--- src/rtl/seg_scan.sv ---
// Four-digit multiplexed seven-segment scanner. Each digit slot starts with a
// blanking gap, and the input patterns are frozen once per frame.
module seg_scan #(
    parameter int DIGIT_CYCLES = 100000,
    parameter int BLANK_CYCLES = 1000
) (
    input  logic       Clk100M,
    input  logic       reset_n,
    input  logic [7:0] seg0,
    input  logic [7:0] seg1,
    input  logic [7:0] seg2,
    input  logic [7:0] seg3,
    input  logic       disp_en,
    output logic [7:0] seg,
    output logic [3:0] an,
    output logic       frame_done
);

    localparam int CW = $clog2(DIGIT_CYCLES);
    localparam logic [CW-1:0] CNT_LAST  = CW'(DIGIT_CYCLES - 1);
    localparam logic [CW-1:0] CNT_BLANK = CW'(BLANK_CYCLES);

    logic [CW-1:0]   cnt, cnt_nx;
    logic [1:0]      idx, idx_nx;
    logic [3:0][7:0] sh, seg_in;
    logic            slot_end, frame_start, drive_nx;

    assign seg_in = {seg3, seg2, seg1, seg0};

    // Output decode works on the post-edge slot position, so outputs land in
    // the same cycle as the counter state they describe.
    always_comb begin
        slot_end    = (cnt == CNT_LAST);
        cnt_nx      = slot_end ? '0 : cnt + CW'(1);
        idx_nx      = idx + {1'b0, slot_end};
        frame_start = (cnt == '0) && (idx == 2'd0);
        drive_nx    = (cnt_nx >= CNT_BLANK) && disp_en;
    end

    always_ff @(posedge Clk100M or negedge reset_n) begin
        if (!reset_n) begin
            cnt <= '0;
            idx <= 2'd0;
        end else begin
            cnt <= cnt_nx;
            idx <= idx_nx;
        end
    end

    // Shadows load on the first cycle of a frame, which is always blank, so a
    // digit never shows a half-updated frame.
    always_ff @(posedge Clk100M or negedge reset_n) begin
        if (!reset_n)
            sh <= {4{8'hFF}};
        else if (frame_start)
            sh <= seg_in;
    end

    always_ff @(posedge Clk100M or negedge reset_n) begin
        if (!reset_n) begin
            an         <= 4'hF;
            seg        <= 8'hFF;
            frame_done <= 1'b0;
        end else begin
            an         <= drive_nx ? ~(4'b0001 << idx_nx) : 4'hF;
            seg        <= drive_nx ? sh[idx_nx] : 8'hFF;
            frame_done <= slot_end && (idx == 2'd3);
        end
    end

endmodule

--- config.mk ---
export PLATFORM = sky130hd
export DESIGN_NAME = seg_scan
export DESIGN_NICKNAME = d
export VERILOG_FILES = /design/src/rtl/seg_scan.sv
export SDC_FILE = /design/constraint.sdc
export NUM_CORES = 1
export LEC_CHECK = 0
export BUFFER_PORTS_ARGS = -buffer_cell sky130_fd_sc_hd__buf_2
export CAP_MARGIN = 40
export CORE_AREA = 4 4 79 81
export CTS_CLUSTER_DIAMETER = 120
export DETAILED_ROUTE_END_ITERATION = 8
export DIE_AREA = 0 0 83 85
export PLACE_DENSITY = 0.77
export SLEW_MARGIN = 30
export SYNTH_ARGS = -nofsm -noshare
export SYNTH_HDL_FRONTEND = slang
export SYNTH_SLANG_ARGS = --single-unit
--- constraint.sdc ---
create_clock -name Clk100M -period 3.8 [get_ports Clk100M]
set_input_delay 0.19 -clock Clk100M [delete_from_list [all_inputs] [get_ports Clk100M]]
set_output_delay 0.19 -clock Clk100M [all_outputs]
set_load 0.02 [all_outputs]
==> impl_metrics.prom, run 1 <==
# TYPE chip_impl_metric gauge
chip_impl_info{name="run_status",value="finished clean"} 1
chip_impl_info{name="yosys-top-cells-area",value="dfstp_2, dfrtp_1, mux2_2"} 1
chip_impl_info{name="root_buffer",value="clkbuf_8"} 1
chip_impl_metric{name="setup.reg_to_reg.worst_slack",unit="ns"} 0.81
chip_impl_metric{name="clkTransAtPathRegs",unit="ns"} 0.07
chip_impl_metric{name="vias_in_the_first_global_route",unit=""} 2030
chip_impl_info{name="layout.cells.most_common",value="buf_2"} 1
chip_impl_metric{name="hold_viol",unit=""} 0
chip_impl_metric{name="yosys.area_share.simple",unit=""} 0.143
chip_impl_metric{name="irDropWorstVdd",unit="mV"} 0.246
chip_impl_metric{name="worst-endpoint-required",unit="ns"} 4.04
chip_impl_metric{name="post_drt_wl_per_cell",unit="µm"} 15.6
chip_impl_metric{name="port-buffer-count",unit=""} 47
chip_impl_info{name="worst_r2r_startpoint",value="cnt[0]"} 1
chip_impl_metric{name="num_vias",unit=""} 1931
chip_impl_metric{name="postPlaceCellArea",unit="µm²"} 3310
chip_impl_info{name="ys_dominant_reg_cell",value="dfstp_2"} 1
chip_impl_metric{name="yosys_warnings",unit=""} 0
chip_impl_metric{name="final_period_minus_worst_setup_slack",unit="ns"} 2.99
chip_impl_metric{name="number_of_cell_instances_on_the_worst_register_to_register_path",unit=""} 7
chip_impl_metric{name="synth_compound_area_frac",unit=""} 0.0367
chip_impl_metric{name="design_area",unit="µm²"} 3600
chip_impl_info{name="critPathCapture",value="an[1]"} 1
chip_impl_info{name="setup_crit_start_kind",value="flop"} 1
chip_impl_metric{name="floorplan.initialDensity",unit=""} 0.555
chip_impl_info{name="most-common-layout-cells",value="buf_2, dfstp_2, mux2_2"} 1
chip_impl_metric{name="power_density",unit="nW/µm²"} 410
chip_impl_metric{name="synthArstFlopShare",unit=""} 1.00
chip_impl_metric{name="synthDominantCellAreaShare",unit=""} 0.381
chip_impl_metric{name="postCtsResizedCells",unit=""} 0
chip_impl_info{name="hp-start",value="seg0[4]"} 1
chip_impl_metric{name="post_cts.repair.setup_buffers",unit=""} 0
chip_impl_metric{name="post_synth.cell_area_avg",unit="µm²"} 13.0
chip_impl_metric{name="seq_area",unit="µm²"} 1660
chip_impl_metric{name="antenna_violations_before_repair",unit=""} 0
chip_impl_metric{name="maxClockFrequency",unit="MHz"} 334
chip_impl_metric{name="worstSkewPairLatency",unit="ns"} 0.34
chip_impl_info{name="critical_path_start_end_classification",value="reg -> reg"} 1
chip_impl_metric{name="synth_enable_flop_cells",unit=""} 0
chip_impl_metric{name="worstPathMaxFanout",unit=""} 11
chip_impl_info{name="cp-startpoint",value="cnt[0]"} 1
chip_impl_metric{name="drt_drc_violations_left",unit=""} 0
chip_impl_metric{name="core",unit="µm²"} 5470
chip_impl_metric{name="worstMarginPinSlew",unit="ns"} 0.732
chip_impl_metric{name="wire_length_of_the_first_global_routing_pass",unit="µm"} 9670
chip_impl_metric{name="synth-seq-cells",unit=""} 64
chip_impl_metric{name="global_route.usage.total",unit=""} 0.171
chip_impl_metric{name="die-area",unit="µm²"} 7060
chip_impl_info{name="worstHoldPathType",value="in -> reg"} 1
chip_impl_metric{name="wirelength",unit="µm"} 5550
chip_impl_metric{name="antenna-diode-count",unit=""} 0
chip_impl_metric{name="ys_seq_area_frac",unit=""} 0.546
chip_impl_metric{name="finalNetCount",unit=""} 318
chip_impl_metric{name="chipHeight",unit="µm"} 85
chip_impl_metric{name="synth_area",unit="µm²"} 3040
chip_impl_metric{name="detailedRoute.firstIterationViolations",unit=""} 101
chip_impl_metric{name="rows",unit=""} 27
chip_impl_metric{name="setup-tns-final",unit="ns"} 0
chip_impl_metric{name="layout_worst_path_cycle_share",unit=""} 0.787
chip_impl_metric{name="clock-sinks",unit=""} 64
chip_impl_metric{name="drt.antenna.violating_nets",unit=""} 0
chip_impl_metric{name="globalRouteOverflowTotal",unit=""} 0
chip_impl_metric{name="pin_count_of_the_biggest_net_entering_global_routing",unit=""} 65
chip_impl_metric{name="dp.final_hpwl",unit="µm"} 3830
chip_impl_metric{name="synth.area.mux_share",unit=""} 0.178
chip_impl_metric{name="synth_xor_xnor_area_share",unit=""} 0.0491
chip_impl_metric{name="cts_inserted_buffers",unit=""} 9
chip_impl_metric{name="h-tree-depth",unit=""} 3
chip_impl_info{name="rsz0062_at_grt",value="false"} 1
chip_impl_info{name="synthDominantAreaCellType",value="dfstp_2"} 1
chip_impl_info{name="tritoncts",value="yes"} 1
chip_impl_metric{name="setup-violations-final",unit=""} 0
chip_impl_metric{name="detail_route.first_pass.iterations",unit=""} 4
chip_impl_metric{name="multiInputGateArea",unit="µm²"} 1280
chip_impl_metric{name="leakagePower",unit="nW"} 1.43
chip_impl_metric{name="mappedNetlistNets",unit=""} 271
chip_impl_metric{name="die_x",unit="µm"} 83
chip_impl_metric{name="final.fill_count",unit=""} 428
chip_impl_metric{name="max_cap_viols",unit=""} 0
chip_impl_metric{name="netlist_instances",unit=""} 233
chip_impl_metric{name="gpl.final_weighted_congestion",unit=""} 0.828
chip_impl_metric{name="syn2layout_area_growth",unit="%"} 18.5
chip_impl_metric{name="ys_types",unit=""} 43
chip_impl_metric{name="synth_adder_area_share",unit=""} 0.0124
chip_impl_metric{name="critical_path_at",unit="ns"} 3.23
chip_impl_info{name="timing.rr.end",value="an[1]"} 1
chip_impl_metric{name="drive_above_1_share",unit=""} 0.533
chip_impl_metric{name="boundaryPins",unit=""} 48
chip_impl_metric{name="slew_headroom",unit=""} 0.508
chip_impl_metric{name="via_per_inst",unit=""} 5.41
chip_impl_info{name="worst_setup_path_end_kind",value="flop"} 1
chip_impl_metric{name="final_max_slew_violation_count",unit=""} 0
chip_impl_info{name="main_combinational_cell_family_by_area_after_synthesis",value="multiplexers"} 1
chip_impl_metric{name="cts.path.max_buffers",unit=""} 2
chip_impl_metric{name="fin_worst_skew",unit="ns"} 0.00566
-- power by group --
group / total [mW] / switching (mW) / internal [mW] / leakage [nW]
Sequential: 0.722 / 0.00882 / 0.713 / 0.728
Clock: 0.694 / 0.263 / 0.431 / 0.126
Combinational: 0.0577 / 0.0232 / 0.0345 / 0.574
-- state kept, by name (all words and copies together), names as in the netlist --
name / flops
idx: 2
seg: 8
frame_done: 1
sh: 32
an: 4
cnt: 17
-- cell usage after synthesis, types with 2 or more instances --
| cell | n |
|---|---|
| a21oi_1 | 2 |
| and3_1 | 2 |
| buf_2 | 2 |
| buf_4 | 3 |
| clkbuf_1 | 11 |
| dfrtp_1 | 20 |
| dfstp_2 | 44 |
| ha_1 | 3 |
| inv_1 | 5 |
| mux2_1 | 9 |
| mux2_2 | 23 |
| mux4_2 | 8 |
| nand2_1 | 6 |
| nand2b_1 | 8 |
| nand3_1 | 12 |
| nand3_2 | 2 |
| nand4_1 | 5 |
| nor2_1 | 9 |
| nor2b_1 | 2 |
| nor3_1 | 9 |
| nor4_1 | 5 |
| o21ai_0 | 3 |
| or3_1 | 3 |
| or4_1 | 3 |
| xnor2_1 | 9 |
| xor2_1 | 8 |
-- worst min path at each step --
stage,endpoint,slack [ns],cells past startpoint
final,sh[4],0.07,2
after global routing,sh[27],0.05,2
after CTS,cnt[10],0.03,2
after detailed placement,cnt[8],0.39,2
after global placement,cnt[8],0.39,2
after floorplan,cnt[0],-0.11,0
-- per-layer routing --
layer,share of wire,global-route usage,vias up
met5,0,0,-
met4,0.016,0.0624,0
met3,0.067,0.0650,12
met2,0.48,0.270,62
met1,0.44,0.216,927
li1,-,-,930
-- final cells by class --
| cell class | instances | share of cell area |
|---|---|---|
| Sequential cell | 64 | 0.461 |
| Inverter | 6 | 0.00626 |
| Clock buffer | 11 | 0.0452 |
| Timing Repair Buffer | 53 | 0.0842 |
| Multi-Input combinational cell | 146 | 0.355 |
| Clock inverter | 5 | 0.0233 |
| Tap cell | 72 | 0.0250 |
-- per-stage QoR --
| step | setup slack (ns) | hold WS, ns | cells | total power [mW] | util |
|---|---|---|---|---|---|
| after global routing | 0.625 | 0.0524 | 357 | 1.55 | 0.657 |
| final | 0.808 | 0.0722 | 357 | 1.47 | 0.657 |
| after floorplan | 1.02 | -0.106 | 233 | 0.751 | - |
| after global placement | 0.714 | 0.393 | 338 | 0.785 | 0.603 |
| after CTS | 0.782 | 0.0286 | 355 | 1.49 | 0.650 |
| after detailed placement | 0.789 | 0.394 | 339 | 0.788 | 0.605 |
-- critical path: stages, from the launching register on --
cell	delay (ns)
dfrtp_1	0.43
ha_1	0.35
or4_1	0.54
a311o_1	0.35
or4_1	0.42
a311oi_2	0.47
buf_4	0.26
nand3_2	0.08
-- repair_timing --
action,4_1_cts,5_1_grt
hold endpoints to repair,0,8
hold buffers,0,1
setup endpoints to repair,0,0
-- cell families after synthesis --
| kind of cell | after synthesis |
|---|---|
| mux | 40 |
| buf+inv | 23 |
| flops | 64 |
| simple gates | 72 |
| fa+ha+maj | 3 |
| xor+xnor | 17 |
| compound gates | 14 |
(Power assumes the default switching activity.)
==> run 2, diff against run 1 <==
- ABC_AREA: not set -> 1
- CORE_AREA: 4 4 79 81 -> 4 4 81 83
- DIE_AREA: 0 0 83 85 -> 0 0 85 87
- PLACE_DENSITY: 0.77 -> 0.78
- clock period: 3.8 -> 3 ns (I/O delays scaled with it)
==> run 2 against run 1 <==
Effect of this change:
- wire length increased by 28%
- combinational power increased by 36%
- die area increased by 4.8%
- area after synthesis increased by 7.7%
- via count increased by 40%
- fmax increased by 17%
- global-route usage increased by 3.9 points
- clock power increased by 13%
- total power increased by 21%
- final area increased by 5.7%
- hold slack got worse by 0.060 ns
==> impl_metrics.prom, run 2 <==
# TYPE chip_impl_metric gauge
chip_impl_info{name="tritoncts",value="yes"} 1
chip_impl_info{name="rsz0062_at_grt",value="false"} 1
chip_impl_info{name="layout.cells.most_common",value="nand2_1"} 1
chip_impl_metric{name="num_vias",unit=""} 2696
chip_impl_metric{name="rows",unit=""} 28
chip_impl_metric{name="boundaryPins",unit=""} 48
chip_impl_metric{name="worst-endpoint-required",unit="ns"} 3.26
chip_impl_metric{name="h-tree-depth",unit=""} 3
chip_impl_metric{name="gpl.final_weighted_congestion",unit=""} 0.925
chip_impl_info{name="largest_registers",value="sh x32, cnt x17, seg x8"} 1
chip_impl_metric{name="worstPathMaxFanout",unit=""} 9
chip_impl_metric{name="wirelength",unit="µm"} 7130
chip_impl_metric{name="antenna_violations_before_repair",unit=""} 0
chip_impl_metric{name="drt_drc_violations_left",unit=""} 0
chip_impl_metric{name="final_max_slew_violation_count",unit=""} 0
chip_impl_metric{name="worstSkewPairLatency",unit="ns"} 0.34
chip_impl_metric{name="syn2layout_area_growth",unit="%"} 16.2
chip_impl_metric{name="core",unit="µm²"} 5850
chip_impl_metric{name="cts_inserted_buffers",unit=""} 9
chip_impl_metric{name="finalCoreUtilization",unit=""} 0.650
chip_impl_info{name="setup_crit_start_kind",value="flop"} 1
chip_impl_metric{name="synthDominantCellAreaShare",unit=""} 0.353
chip_impl_metric{name="post_synth.cell_area_avg",unit="µm²"} 8.02
chip_impl_metric{name="clkTransAtPathRegs",unit="ns"} 0.08
chip_impl_info{name="most-common-layout-cells",value="nand2_1, inv_1, buf_2"} 1
chip_impl_metric{name="cts.path.max_buffers",unit=""} 2
chip_impl_metric{name="drive_above_1_share",unit=""} 0.319
chip_impl_info{name="critical_path_start_end_classification",value="reg -> reg"} 1
chip_impl_metric{name="hold_viol",unit=""} 0
chip_impl_metric{name="dp.final_hpwl",unit="µm"} 5210
chip_impl_info{name="ys_dominant_reg_cell",value="dfstp_2"} 1
chip_impl_metric{name="chipHeight",unit="µm"} 87
chip_impl_metric{name="setup-violations-final",unit=""} 0
chip_impl_metric{name="final_period_minus_worst_setup_slack",unit="ns"} 2.56
chip_impl_metric{name="synth_area",unit="µm²"} 3270
chip_impl_metric{name="detail_route.first_pass.iterations",unit=""} 5
chip_impl_info{name="regMostFlops",value="sh"} 1
chip_impl_metric{name="vias_in_the_first_global_route",unit=""} 2687
chip_impl_metric{name="die-area",unit="µm²"} 7400
chip_impl_metric{name="timing.hold.ws",unit="ns"} 0.0120
chip_impl_metric{name="die_x",unit="µm"} 85
chip_impl_metric{name="synthArstFlopShare",unit=""} 1.00
chip_impl_metric{name="leakagePower",unit="nW"} 1.97
chip_impl_info{name="synth_common_cells",value="nand2_1, inv_1, dfstp_2"} 1
chip_impl_metric{name="power_density",unit="nW/µm²"} 468
chip_impl_metric{name="floorplan.initialDensity",unit=""} 0.559
chip_impl_metric{name="slew_headroom",unit=""} 0.518
chip_impl_metric{name="synth-seq-cells",unit=""} 64
chip_impl_metric{name="antenna-diode-count",unit=""} 0
chip_impl_metric{name="global_route.usage.total",unit=""} 0.210
chip_impl_info{name="yosys-top-cells-area",value="dfstp_2, dfrtp_1, nand2_1"} 1
chip_impl_metric{name="post_cts.repair.setup_buffers",unit=""} 0
chip_impl_metric{name="post_drt_wl_per_cell",unit="µm"} 13.2
chip_impl_info{name="worstHoldPathType",value="in -> reg"} 1
chip_impl_metric{name="critical_path_at",unit="ns"} 2.82
chip_impl_info{name="worst_setup_path_end_kind",value="flop"} 1
chip_impl_metric{name="port-buffer-count",unit=""} 47
chip_impl_metric{name="setup-tns-final",unit="ns"} 0
chip_impl_metric{name="yosys_warnings",unit=""} 0
chip_impl_metric{name="detailedRoute.firstIterationViolations",unit=""} 119
chip_impl_metric{name="clock-sinks",unit=""} 64
chip_impl_metric{name="fin_worst_skew",unit="ns"} 0.00567
chip_impl_metric{name="largest_register_ff_count",unit=""} 32
chip_impl_metric{name="post-layout-total-power",unit="mW"} 1.78
chip_impl_metric{name="ys_types",unit=""} 29
chip_impl_metric{name="netlist_instances",unit=""} 408
chip_impl_metric{name="maxClockFrequency",unit="MHz"} 390
chip_impl_metric{name="mappedNetlistNets",unit=""} 446
chip_impl_metric{name="irDropWorstVdd",unit="mV"} 0.355
chip_impl_metric{name="design_area",unit="µm²"} 3800
chip_impl_metric{name="max_cap_viols",unit=""} 0
chip_impl_metric{name="synth_enable_flop_cells",unit=""} 0
chip_impl_metric{name="detailroute.wirelength.met3",unit="µm"} 419
chip_impl_metric{name="wire_length_of_the_first_global_routing_pass",unit="µm"} 12200
chip_impl_metric{name="globalRouteOverflowTotal",unit=""} 0
chip_impl_info{name="run_status",value="finished clean"} 1
chip_impl_metric{name="worstMarginPinSlew",unit="ns"} 0.723
chip_impl_metric{name="via_per_inst",unit=""} 4.97
chip_impl_metric{name="finalNetCount",unit=""} 500
chip_impl_metric{name="met2WireLength",unit="µm"} 3550
chip_impl_metric{name="drt-met1-wl",unit="µm"} 2990
chip_impl_info{name="routed.top_layer",value="met4"} 1
chip_impl_metric{name="pin_count_of_the_biggest_net_entering_global_routing",unit=""} 65
chip_impl_info{name="yosys.cell_count.top_type",value="nand2_1"} 1
chip_impl_info{name="synthDominantAreaCellType",value="dfstp_2"} 1
chip_impl_metric{name="drt.antenna.violating_nets",unit=""} 0
chip_impl_info{name="root_buffer",value="clkbuf_8"} 1
chip_impl_metric{name="postPlaceCellArea",unit="µm²"} 3580
chip_impl_metric{name="ys_seq_area_frac",unit=""} 0.507
chip_impl_metric{name="layout_worst_path_cycle_share",unit=""} 0.854
run 2: where the power goes:
| group | leakage [nW] | switching [mW] | total, mW | internal, mW |
|---|---|---|---|---|
| Combinational | 1.14 | 0.0457 | 0.0787 | 0.0330 |
| Sequential | 0.728 | 0.0138 | 0.917 | 0.903 |
| Clock | 0.102 | 0.347 | 0.782 | 0.435 |
| Total | 1.97 | 0.407 | 1.78 | 1.37 |
run 2: path summary, 6_finish.rpt:
path                       startpoint     end  slack, ns  cells after the start
max                            cnt[0]  seg[3]       0.44                     16
min                           seg2[3]  sh[19]       0.01                      3
max reg2reg                    cnt[0]  seg[3]       0.44                     16
min reg2reg                     sh[5]   sh[5]       0.49                      2
max in group asynchronous     reset_n  seg[2]       1.68                      3
min in group asynchronous     reset_n  cnt[8]       0.39                      2
run 2: metal layers:
metal	up-vias	global-route usage
met4	0	0.0849
met1	1249	0.268
met2	81	0.350
met5	-	0
li1	1352	-
met3	14	0.0445
run 2: critical path: stages (launching register included):
cell,delay [ns]
dfrtp_1,0.43
ha_1,0.24
nand2_2,0.09
inv_2,0.06
nand2_1,0.07
nor2_1,0.05
nand2_2,0.12
inv_1,0.10
ha_1,0.20
xnor2_1,0.28
inv_1,0.12
nand2_1,0.08
clkinv_1,0.24
nand2_1,0.13
nand4_1,0.09
inv_1,0.09
nand3_2,0.07
run 2: area by class of cell:
cell class / count / area [µm²]
clock buffer: 12 / 156
clock inverter: 4 / 51.3
fill: 503 / 2050
inverter: 81 / 304
multi-input combinational: 254 / 1260
sequential: 64 / 1660
tap: 75 / 93.8
timing repair buffer: 52 / 275
run 2: logic make-up after synthesis:
logic type               synth area share
flip-flops                          0.507
adder cells (fa/ha/maj)            0.0115
XOR/XNOR                          0.00536
buffers and inverters               0.107
AND/OR/NAND/NOR                     0.307
AO/OA/AOI/OAI                      0.0627
run 2: repair_timing:
item                                   CTS  global route
endpoints found under the hold margin   11             0
gates resized for setup                  0             0
hold buffers                             1             0
run 2: per-stage QoR:
stage          setup WS, ns  instances
5_1_grt               0.181        542
6_report              0.438        542
4_1_cts               0.427        542
3_3_place_gp          0.660        525
3_5_place_dp          0.455        525
2_1_floorplan         0.771        408
==> run 3, diff against run 2 <==
- BUFFER_PORTS_ARGS: -buffer_cell sky130_fd_sc_hd__buf_2 -> not set
- CELL_PAD_IN_SITES_DETAIL_PLACEMENT: not set -> 2
- CELL_PAD_IN_SITES_GLOBAL_PLACEMENT: not set -> 2
- CORE_AREA: 4 4 81 83 -> 4 4 100 102
- DIE_AREA: 0 0 85 87 -> 0 0 104 106
- DONT_BUFFER_PORTS: not set -> 1
- PLACE_DENSITY: 0.78 -> not set
- PLACE_DENSITY_LB_ADDON: not set -> 0.1
==> run 3 against run 2 <==
Effect of this change:
- via count about the same
- critical endpoint is now seg[4]
- sequential cell count is the same
- worst setup slack got worse by 0.056 ns
- largest cell class unchanged
- final area is 2.6% higher
==> impl_metrics.prom, run 3 (synthesized netlist as in run 2, its figures left out) <==
# TYPE chip_impl_metric gauge
chip_impl_metric{name="clock_power_share",unit=""} 0.385
chip_impl_metric{name="wirelength",unit="µm"} 9770
chip_impl_info{name="run_status",value="finished clean"} 1
chip_impl_metric{name="rows",unit=""} 35
chip_impl_info{name="most-common-layout-cells",value="nand2_1, inv_1, dfstp_2"} 1
chip_impl_metric{name="h-tree-depth",unit=""} 3
chip_impl_metric{name="maxClockFrequency",unit="MHz"} 382
chip_impl_info{name="critical_path_start_end_classification",value="reg -> reg"} 1
chip_impl_info{name="cp-startpoint",value="cnt[0]"} 1
chip_impl_metric{name="irDropWorstVdd",unit="mV"} 0.208
chip_impl_metric{name="finalNetCount",unit=""} 485
chip_impl_metric{name="gpl.final_weighted_congestion",unit=""} 0.766
chip_impl_metric{name="floorplan.initialDensity",unit=""} 0.359
chip_impl_metric{name="postLayoutSetupSlackWorst",unit="ns"} 0.382
chip_impl_info{name="rsz0062_at_grt",value="false"} 1
chip_impl_metric{name="boundaryPins",unit=""} 48
chip_impl_metric{name="fin_worst_skew",unit="ns"} 0.0150
chip_impl_info{name="root_buffer",value="clkbuf_8"} 1
chip_impl_metric{name="drt_drc_violations_left",unit=""} 0
chip_impl_metric{name="leakagePower",unit="nW"} 1.92
chip_impl_metric{name="chipHeight",unit="µm"} 106
chip_impl_metric{name="syn2layout_area_growth",unit="%"} 19.3
chip_impl_info{name="worst_r2r_startpoint",value="cnt[0]"} 1
chip_impl_metric{name="global_route.usage.total",unit=""} 0.188
chip_impl_metric{name="final_period_minus_worst_setup_slack",unit="ns"} 2.62
chip_impl_metric{name="power_frac_seq",unit=""} 0.555
chip_impl_metric{name="worstSkewPairLatency",unit="ns"} 0.35
chip_impl_info{name="worstHoldPathType",value="in -> reg"} 1
chip_impl_metric{name="max_cap_viols",unit=""} 0
chip_impl_metric{name="internal-power",unit="mW"} 1.25
chip_impl_info{name="largest_registers",value="sh x32, cnt x17, seg x8"} 1
chip_impl_metric{name="setup-violations-final",unit=""} 0
chip_impl_metric{name="die_x",unit="µm"} 104
chip_impl_info{name="setup_crit_start_kind",value="flop"} 1
chip_impl_metric{name="power_density",unit="nW/µm²"} 425
chip_impl_metric{name="postCtsResizedCells",unit=""} 0
chip_impl_info{name="cp_dominant_cell_by_count",value="inv_1"} 1
chip_impl_metric{name="worstMarginPinSlew",unit="ns"} 0.669
chip_impl_metric{name="layout_worst_path_cycle_share",unit=""} 0.873
chip_impl_metric{name="pin_count_of_the_biggest_net_entering_global_routing",unit=""} 65
chip_impl_metric{name="final_max_slew_violation_count",unit=""} 0
chip_impl_metric{name="core",unit="µm²"} 9110
chip_impl_info{name="layout.cells.most_common",value="nand2_1"} 1
chip_impl_metric{name="die-area",unit="µm²"} 11000
chip_impl_metric{name="setup-tns-final",unit="ns"} 0
chip_impl_metric{name="cts_inserted_buffers",unit=""} 9
chip_impl_metric{name="drt.antenna.violating_nets",unit=""} 0
chip_impl_info{name="critical_path.slowest_cell",value="dfrtp_1"} 1
chip_impl_metric{name="dp.final_hpwl",unit="µm"} 6860
chip_impl_metric{name="hold_viol",unit=""} 0
chip_impl_metric{name="detailedRoute.firstIterationViolations",unit=""} 86
chip_impl_info{name="regMostFlops",value="sh"} 1
chip_impl_metric{name="combPwrFrac",unit=""} 0.060
chip_impl_metric{name="detail_route.first_pass.iterations",unit=""} 4
chip_impl_metric{name="pre_cts_ws",unit="ns"} 0.396
chip_impl_info{name="crit_chain",value="ha_1 -> nand2_2 -> inv_2 -> nand2_1 -> nor2_1 -> nand2_2 -> inv_1 -> ha_1 -> xnor2_1 -> inv_1 -> nor2_1 -> buf_4 -> nand2_1 -> nand4_1 -> inv_1 -> nand3_2"} 1
chip_impl_metric{name="power_switching",unit="mW"} 0.408
chip_impl_metric{name="port-buffer-count",unit=""} 0
chip_impl_metric{name="crit_path_max_incr_delay",unit="ns"} 0.44
chip_impl_info{name="worst_setup_path_end_kind",value="flop"} 1
chip_impl_metric{name="worstPathMaxFanout",unit=""} 7
chip_impl_metric{name="critical_path_at",unit="ns"} 2.90
chip_impl_info{name="tritoncts",value="yes"} 1
chip_impl_metric{name="antenna-diode-count",unit=""} 0
chip_impl_metric{name="largest_register_ff_count",unit=""} 32
chip_impl_metric{name="globalRouteOverflowTotal",unit=""} 0
chip_impl_metric{name="antenna_violations_before_repair",unit=""} 0
chip_impl_metric{name="worst-endpoint-required",unit="ns"} 3.28
chip_impl_metric{name="clkTransAtPathRegs",unit="ns"} 0.07
chip_impl_metric{name="netSwitchingFraction",unit=""} 0.246
chip_impl_metric{name="drive_above_1_share",unit=""} 0.223
chip_impl_metric{name="vias_in_the_first_global_route",unit=""} 3012
chip_impl_info{name="hp-start",value="seg0[0]"} 1
chip_impl_metric{name="slew_headroom",unit=""} 0.552
chip_impl_metric{name="via_per_inst",unit=""} 4.79
chip_impl_metric{name="post_drt_wl_per_cell",unit="µm"} 17.4
chip_impl_metric{name="num_vias",unit=""} 2698
chip_impl_metric{name="place_inst",unit=""} 513
chip_impl_metric{name="wire_length_of_the_first_global_routing_pass",unit="µm"} 16100
chip_impl_metric{name="clock-sinks",unit=""} 64
chip_impl_metric{name="post_layout_nonfiller_instances",unit=""} 563
chip_impl_metric{name="cts.path.max_buffers",unit=""} 2
[run 3: per-stage QoR]
step           hold slack [ns]  instance area, µm²  utilization  power [mW]
6_report                0.0168                3900        0.428        1.66
5_1_grt                 0.0193                3900        0.428        1.75
4_1_cts                0.00203                3900        0.428        1.69
3_5_place_dp            -0.144                3390        0.372       0.974
3_3_place_gp            -0.144                3390        0.372       0.970
2_1_floorplan           -0.146                3270            -       0.959
[run 3: power by group through the flow]
stage	registers, mW	logic, mW	clock network, mW
global route	0.923	0.115	0.708
finish	0.920	0.0995	0.637
detailed placement	0.934	0.0392	0
floorplan	0.925	0.0337	0
CTS	0.920	0.0992	0.667
global placement	0.934	0.0356	0
[run 3: critical path, delay by kind of cell (launching register included)]
| kind | cells | cell delay [ns] |
|---|---|---|
| and+or+nand+nor | 8 | 0.85 |
| buffers and inverters | 5 | 0.55 |
| adders and majority gates | 2 | 0.45 |
| DFF | 1 | 0.44 |
| xor gates and xnor gates | 1 | 0.25 |
[run 3: cell type report]
type,instances,area (µm²)
Tap cell,111,139
Timing Repair Buffer,37,380
Multi-Input combinational cell,254,1260
Clock buffer,12,135
Clock inverter,4,22.5
Sequential cell,64,1660
Fill cell,1052,5210
Inverter,81,304
[run 3: worst paths after layout]
| kind | to | slack (ns) | cells past startpoint |
|---|---|---|---|
| worst max-delay path | seg[4] | 0.38 | 16 |
| worst min-delay path | sh[0] | 0.02 | 2 |
| worst max register to register | seg[4] | 0.38 | 16 |
| worst min register to register | sh[10] | 0.49 | 2 |
| max in group asynchronous | sh[8] | 2.33 | 2 |
| min in group asynchronous | cnt[6] | 0.32 | 2 |
[run 3: routing by layer]
metal / vias to the layer above / track usage / part of all wire
li1: 1323 / - / -
met1: 1328 / 0.211 / 0.41
met2: 34 / 0.354 / 0.54
met3: 13 / 0.0328 / 0.026
met4: 0 / 0.0674 / 0.017
met5: - / 0 / 0
[run 3: what timing repair did]
action / in CTS / in global routing
hold buffers: 34 / 0
setup buffers: 0 / 0
endpoints found under the hold margin: 107 / 0
